==> config.mk <==
export PLATFORM = sky130hd
export DESIGN_NAME = fu_arbiter
export DESIGN_NICKNAME = d
export VERILOG_FILES = /design/src/rtl/fu_pkg.sv /design/src/rtl/fu_arbiter_fu.sv /design/src/rtl/fu_arbiter.sv
export SDC_FILE = /design/constraint.sdc
export NUM_CORES = 1
export LEC_CHECK = 0
export ABC_AREA = 1
export CAP_MARGIN = 20
export CORE_MARGIN = 10
export CORE_UTILIZATION = 55
export DETAILED_ROUTE_END_ITERATION = 6
export PLACE_DENSITY = 0.81
export SLEW_MARGIN = 20
export SYNTH_ARGS = -nofsm -noshare
export SYNTH_HDL_FRONTEND = slang
export SYNTH_SLANG_ARGS = --single-unit
==> constraint.sdc <==
create_clock -name clk -period 3.3 [get_ports clk]
set_input_delay 0.66 -clock clk [delete_from_list [all_inputs] [get_ports clk]]
set_output_delay 0.66 -clock clk [all_outputs]
set_load 0.02 [all_outputs]
==> src/rtl/fu_pkg.sv <==
// ----------------------------------------------------------------------------
// fu_pkg: FS encodings, flag indices and arbiter FSM state shared by fu_arbiter.
// Rev 1.0
// ----------------------------------------------------------------------------
`default_nettype none

package fu_pkg;

  localparam logic [4:0] FS_ADD = 5'b00010;
  localparam logic [4:0] FS_SUB = 5'b00101;
  localparam logic [4:0] FS_AND = 5'b01000;
  localparam logic [4:0] FS_SHL = 5'b10000;
  localparam logic [4:0] FS_SHR = 5'b10001;

  localparam int FLAG_V = 3;
  localparam int FLAG_C = 2;
  localparam int FLAG_N = 1;
  localparam int FLAG_Z = 0;

  typedef enum logic [1:0] {
    ST_IDLE = 2'd0,
    ST_EXEC = 2'd1,
    ST_RESP = 2'd2
  } arb_state_e;

  typedef struct packed {
    logic [31:0] a;
    logic [31:0] b;
    logic [4:0]  fs;
    logic [4:0]  sh;
  } fu_op_t;

  function automatic logic [3:0] pack_flags(input logic v, input logic c,
                                            input logic n, input logic z);
    logic [3:0] flags;
    flags         = '0;
    flags[FLAG_V] = v;
    flags[FLAG_C] = c;
    flags[FLAG_N] = n;
    flags[FLAG_Z] = z;
    return flags;
  endfunction

endpackage

`default_nettype wire

==> src/rtl/fu_arbiter_fu.sv <==
// ----------------------------------------------------------------------------
// FunctionUnit: 32-bit arithmetic / logic / barrel-shift unit with V,C,N,Z
// flags and shifter carry-outs. FS[4:3]: 00 arith, 01 logic, 1x shift. Rev 1.0
// ----------------------------------------------------------------------------
`default_nettype none

module FunctionUnit (
  input  logic [31:0] a,
  input  logic [31:0] b,
  input  logic [4:0]  fs,
  input  logic [4:0]  sh,
  output logic [31:0] f,
  output logic        v,
  output logic        c,
  output logic        n,
  output logic        z,
  output logic        lco,
  output logic        rco
);

  logic [31:0] bsel;
  logic [32:0] sum;
  logic [32:0] lsh;
  logic [32:0] rsh;

  always_comb begin
    f    = '0;
    v    = 1'b0;
    c    = 1'b0;
    lco  = 1'b0;
    rco  = 1'b0;
    bsel = '0;
    sum  = '0;
    lsh  = '0;
    rsh  = '0;
    case (fs[4:3])
      2'b00: begin
        // Arithmetic: F = A + Bsel + FS[0], Bsel chosen by FS[2:1].
        case (fs[2:1])
          2'b00:   bsel = '0;
          2'b01:   bsel = b;
          2'b10:   bsel = ~b;
          default: bsel = '1;
        endcase
        sum = {1'b0, a} + {1'b0, bsel} + {32'd0, fs[0]};
        f   = sum[31:0];
        c   = sum[32];
        v   = (a[31] == bsel[31]) && (sum[31] != a[31]);
      end
      2'b01: begin
        case (fs[2:1])
          2'b00:   f = a & b;
          2'b01:   f = a | b;
          2'b10:   f = a ^ b;
          default: f = ~a;
        endcase
      end
      default: begin
        // The extra bit of each 33-bit shift catches the last bit shifted out.
        if (!fs[0]) begin
          lsh = {1'b0, a} << sh;
          f   = lsh[31:0];
          lco = lsh[32];
        end else begin
          rsh = {a, 1'b0} >> sh;
          f   = rsh[32:1];
          rco = rsh[0];
        end
      end
    endcase
    n = f[31];
    z = (f == 32'd0);
  end

endmodule

`default_nettype wire

==> src/rtl/fu_arbiter.sv <==
// ----------------------------------------------------------------------------
// fu_arbiter: shares one FunctionUnit between two valid/ready requesters.
// Macro FU_ARB_STICKY_FLAGS_EN adds sticky_clr / sticky_vc. Rev 1.0
// ----------------------------------------------------------------------------
`default_nettype none

module fu_arbiter
  import fu_pkg::*;
#(
  parameter int PRIO_FIXED = 0,
  parameter int TAG_W      = 4
) (
  input  logic             clk,
  input  logic             rst_n,
  input  logic             req0_valid,
  output logic             req0_ready,
  input  logic [31:0]      req0_a,
  input  logic [31:0]      req0_b,
  input  logic [4:0]       req0_fs,
  input  logic [4:0]       req0_sh,
  input  logic [TAG_W-1:0] req0_tag,
  input  logic             req1_valid,
  output logic             req1_ready,
  input  logic [31:0]      req1_a,
  input  logic [31:0]      req1_b,
  input  logic [4:0]       req1_fs,
  input  logic [4:0]       req1_sh,
  input  logic [TAG_W-1:0] req1_tag,
  output logic             rsp_valid,
  input  logic             rsp_ready,
  output logic             rsp_id,
  output logic [TAG_W-1:0] rsp_tag,
  output logic [31:0]      rsp_f,
  output logic [3:0]       rsp_flags,
  output logic             rsp_lco,
  output logic             rsp_rco
`ifdef FU_ARB_STICKY_FLAGS_EN
  ,
  input  logic             sticky_clr,
  output logic [1:0]       sticky_vc
`endif
);

  arb_state_e       state;
  logic             last_grant;
  fu_op_t           op;
  logic [TAG_W-1:0] op_tag;
  logic             op_id;
  logic             grant0;
  logic             grant1;

  logic [31:0] fu_f;
  logic        fu_v;
  logic        fu_c;
  logic        fu_n;
  logic        fu_z;
  logic        fu_lco;
  logic        fu_rco;

  // Round-robin favours requester 0 whenever requester 1 was served last.
  always_comb begin
    grant0 = req0_valid && (!req1_valid || (PRIO_FIXED != 0) || last_grant);
    grant1 = req1_valid && !grant0;
  end

  assign req0_ready = (state == ST_IDLE) && grant0;
  assign req1_ready = (state == ST_IDLE) && grant1;

  always_ff @(posedge clk or negedge rst_n) begin
    if (!rst_n) begin
      state      <= ST_IDLE;
      last_grant <= 1'b1;
      op         <= '0;
      op_tag     <= '0;
      op_id      <= 1'b0;
      rsp_valid  <= 1'b0;
      rsp_id     <= 1'b0;
      rsp_tag    <= '0;
      rsp_f      <= '0;
      rsp_flags  <= '0;
      rsp_lco    <= 1'b0;
      rsp_rco    <= 1'b0;
    end else begin
      case (state)
        ST_IDLE: begin
          if (req0_ready) begin
            op         <= '{a: req0_a, b: req0_b, fs: req0_fs, sh: req0_sh};
            op_tag     <= req0_tag;
            op_id      <= 1'b0;
            last_grant <= 1'b0;
            state      <= ST_EXEC;
          end else if (req1_ready) begin
            op         <= '{a: req1_a, b: req1_b, fs: req1_fs, sh: req1_sh};
            op_tag     <= req1_tag;
            op_id      <= 1'b1;
            last_grant <= 1'b1;
            state      <= ST_EXEC;
          end
        end
        ST_EXEC: begin
          rsp_f     <= fu_f;
          rsp_flags <= pack_flags(fu_v, fu_c, fu_n, fu_z);
          rsp_lco   <= fu_lco;
          rsp_rco   <= fu_rco;
          rsp_tag   <= op_tag;
          rsp_id    <= op_id;
          rsp_valid <= 1'b1;
          state     <= ST_RESP;
        end
        ST_RESP: begin
          if (rsp_ready) begin
            rsp_valid <= 1'b0;
            state     <= ST_IDLE;
          end
        end
        default: state <= ST_IDLE;
      endcase
    end
  end

`ifdef FU_ARB_STICKY_FLAGS_EN
  always_ff @(posedge clk or negedge rst_n) begin
    if (!rst_n) begin
      sticky_vc <= 2'b00;
    end else if (sticky_clr) begin
      sticky_vc <= 2'b00;
    end else if (state == ST_EXEC) begin
      sticky_vc <= sticky_vc | {fu_v, fu_c};
    end
  end
`endif

  FunctionUnit u_fu (
    .a   (op.a),
    .b   (op.b),
    .fs  (op.fs),
    .sh  (op.sh),
    .f   (fu_f),
    .v   (fu_v),
    .c   (fu_c),
    .n   (fu_n),
    .z   (fu_z),
    .lco (fu_lco),
    .rco (fu_rco)
  );

endmodule

`default_nettype wire

==> flow_results.org <==
** Global route
- For met2 alone, demand over resource in global routing was 55.9%.
- Entering global routing, the biggest net connects 80 pins.
- For this run, the total global-route usage over all layers was measured as 37.8%.
- In the global route stage, met1 resource usage came out at 46.9%.
- Initial antenna violation count :: 3
- Routing usage on met3 :: 11.1%
- The first global-routing pass estimated 91.5 mm of wire.
- GRT overflow :: 0
- Vias in the first global route :: 15779
- Layer with the highest usage after global routing :: met2

** Worst setup path
- For the worst setup path, the data required time is 3.67 ns.
- Nature of the critical path startpoint :: flip-flop
- Cell repeated most along the worst path :: nand2_1
- Critical Path End :: rsp_flags[0]
- For the worst flop-to-flop path, the logic depth is 22.
- Worst-path maximum fanout :: 45
- WS Path Type :: flip-flop to flip-flop
- Among all stages on the critical path, the largest delay is contributed by dfrtp_1.
- Data arrives at the worst endpoint at 3.50 ns.
- Maximum single-stage delay on the critical path :: 0.45 ns
- Critical R2R Launch :: op[6]
- The worst register-to-register path ends at rsp_flags[0].
- Walking the worst path, the cells encountered are buf_12 -> inv_1 -> nand2_1 -> o21ai_1 -> inv_1 -> ha_1 -> nand3_1 -> nand3_1 -> nand2_1 -> nand2_1 -> nand2_1 -> nand2_1 -> nand2_1 -> nand2_1 -> nand2_1 -> nand3_1 -> nand3_1 -> nor2_1 -> nand3_1 -> nor2_1 -> nand3_1 -> nand2_1.
- Worst reg-to-reg setup slack :: 0.18 ns
- Sort of element at the end of the critical path :: flip-flop
- Worst setup startpoint :: op[6]

** Detailed routing
- For this run, the detailed router's first-pass iteration total came to 7.
- Average wire per standard cell :: 22.5 um
- In this run, the number of DRC markers left after iteration 0 of detailed routing was 2844.
- For this run, design rule violations remaining after detail routing come to 0.
- For this block, the via count after detailed routing is 16951.
- The count of nets left with antenna violations once routing finished came out at 0.
- The final layout contains routed wiring with a total length of 61.1 mm.
- Number of vias per cell :: 6.26

** Yosys
- Syn. warnings :: 0
- Average cell area after synthesis :: 6.21 um^2
- Ranking of synthesized cells by instance count :: 585 x nand2_1, 417 x nand3_1, 233 x inv_1
- Post-Synthesis Cells :: 2200
- After synthesis, the cell types taking the most area are dfrtp_1 23%, nand2_1 16%, nand3_1 15%, ha_1 8.7%, inv_1 6.4%.
- Cell with the most instances after synthesis :: nand2_1
- Total of flip-flops plus latches after synthesis :: 125
- Most used flip-flop cell after synthesis :: dfrtp_1
- In the synthesized netlist the async set-or-reset flop fraction comes to 100%.
- dfrtp_1 takes more of the synthesized area than any other cell.
- Of the synthesized area, sequential elements account for 22.9%.
- Counting distinct cell types in the post-synthesis netlist gives 45.
- The synthesized netlist occupies a cell area of 13700 um^2.
- Area share of the largest cell type after synthesis :: 22.7%
- The number of nets in the synthesized netlist is 2458.
- EDFF count, synth :: 0

** Clock network
- The number of clock buffers added by TritonCTS is 17.
- TritonCTS built the clock tree.
- Clk Latency, worst-skew pair :: 0.44 ns
- Once the clock tree was built, the setup fixing pass inserted 0 buffers.
- Clock sink total :: 125
- In this run the number of H-tree levels came out at 4.
- After clock tree synthesis, the flow added hold-fix buffers numbering 0.
- After clock tree synthesis, the clock-pin slew on the worst setup and hold paths is 0.07 ns.
- Maximum root-to-sink buffer count :: 2
- The cell sitting at the root of the clock tree is a clkbuf_16.

** Finish
- The multi-input combinational cells in the finished layout cover a total of 9010 um^2.
- Of the cells placed in the final design, the portion with a size suffix greater than 1 is 7.18%.
- Fill cells in the final layout number 2118.
- Synth-to-layout area growth :: 22.2%
- Registers take 3130 um^2.
- The net count of the finished layout is 2628.

** Die
- In this run the horizontal extent of the chip is 178 um.
- The initialized floorplan defines 57 standard-cell rows.
- Die footprint :: 31500 um^2
- 207 I/O pins were placed.
- The die is 178 um tall.
- Area inside the core boundary :: 24400 um^2
- Once the floorplan was initialized, standard cells occupied 56.0% of the core.

** STA
- RSZ-0062 raised after global routing :: no
- Setup clock skew after layout :: 0.0173 ns
- Final Max Slew Viols :: 0
- Count of endpoints failing hold in the final timing report :: 0
- At the pin with the least slew margin, the transition time is 0.788 ns.
- Worst relative slew slack :: 47.4%
- Final worst path period share :: 94.6%
- Number of failing setup endpoints in the final timing report :: 0
- For the final routed database, the setup TNS stands at 0 ns.
- Clock period minus final worst setup slack :: 3.12 ns
- F_max :: 0.320 GHz

** Status
- Result of the run :: finished, final reports clean

** Run
- Across the run, the number of max-cap violations was 0.

** Placement
- Summed over all nets, the half-perimeter wirelength after detailed placement is 47.8 mm.
- Quantity of I/O buffers inserted on ports :: 206
- At the end of routability-driven placement, the weighted congestion stood at 1.17.

** Min path
- Min-delay worst type :: input port to async pin
[state kept, by name (all words and copies together) (netlist names)]
name,cells
rsp_lco,1
rsp_id,1
last_grant,1
op,74
state,2
rsp_flags,4
rsp_rco,1
op_id,1
op_tag,4
rsp_f,31
rsp_tag,4
rsp_valid,1
[placed cells by master (no fill, tap or decap), drive strengths merged]
master         instances
a32o                   1
diode                  2
and2                   6
buf                   71
and3                   1
nand4                  5
bufinv                 1
o211ai                61
clkinv                 8
clkinvlp               3
dfrtp                124
or2                    3
nand3                437
o21ai                187
o211a                  1
o2111ai                1
a21boi                 1
o31ai                  1
ha                    95
a31oi                 16
a21o                   1
clkbuf                20
nand2                613
nor3                  18
nand3b                11
nor2                 123
a211oi                 1
a21oi                 83
o21bai                 3
dfstp                  1
clkdlybuf4s50        205
fa                     2
xor2                   1
o22ai                 39
inv                  239
[kinds of logic after synthesis]
logic type               Yosys count  share of synthesized area (%)
AND/OR/NAND/NOR                 1217                           40.3
adder cells (fa/ha/maj)           97                           9.00
buffers and inverters            364                           11.2
flip-flops                       125                           22.9
XOR/XNOR                           1                         0.0642
AO/OA/AOI/OAI                    396                           16.5
[routing by layer]
layer / share of wire, % / wire [um]
met5: 0.025 / 15
met4: 8.0 / 4890
met3: 14 / 8830
met2: 41 / 25200
met1: 36 / 22100
[how the worst min path moves through the flow]
stage	end	slack (ns)	startpoint	depth (start not counted)
floorplan	op[0]	0.36	rst_n	0
global placement	rsp_tag[2]	0.45	rsp_tag[2]	2
detailed placement	rsp_tag[1]	0.46	op_tag[1]	2
CTS	rsp_tag[1]	0.25	rst_n	1
global route	rsp_tag[1]	0.28	rst_n	1
finish	rsp_tag[1]	0.24	rst_n	1
[final cells by class]
class | count | area share [%]
Tap cell | 324 | 2.43
Multi-Input combinational cell | 1711 | 54.0
Timing Repair Buffer | 276 | 15.9
Antenna cell | 2 | 0.0300
Clock buffer | 20 | 2.74
Clock inverter | 12 | 0.690
Inverter | 239 | 5.41
Sequential cell | 125 | 18.8
[worst max-delay path: cells and delay by family (launching register included)]
| kind | cells | cell delay, ns |
|---|---|---|
| AOI/OAI and AO/OA | 1 | 0.20 |
| adders and majority gates | 1 | 0.30 |
| buffers and inverters | 3 | 0.38 |
| DFF | 1 | 0.45 |
| and+or+nand+nor | 17 | 1.73 |
[timing repair]
item | 4_1_cts | 5_1_grt
endpoints found under the hold margin | 0 | 0
gates resized for setup | 0 | 1
setup endpoints to repair | 0 | 1
[through the flow]
step | cell area [um^2] | util, % | cells | hold WS [ns] | setup WS, ns
after floorplan | 13700 | - | 2200 | 0.364 | 0.294
after global placement | 16100 | 66.0 | 2675 | 0.455 | 0.351
after detailed placement | 16100 | 66.0 | 2675 | 0.465 | 0.264
after CTS | 16700 | 68.4 | 2707 | 0.249 | 0.231
after global routing | 16700 | 68.4 | 2709 | 0.278 | 0.00589
final | 16700 | 68.4 | 2709 | 0.235 | 0.178
Power is not shown: default switching activity piles up to over one toggle a cycle in this logic, so the estimate is an artifact.
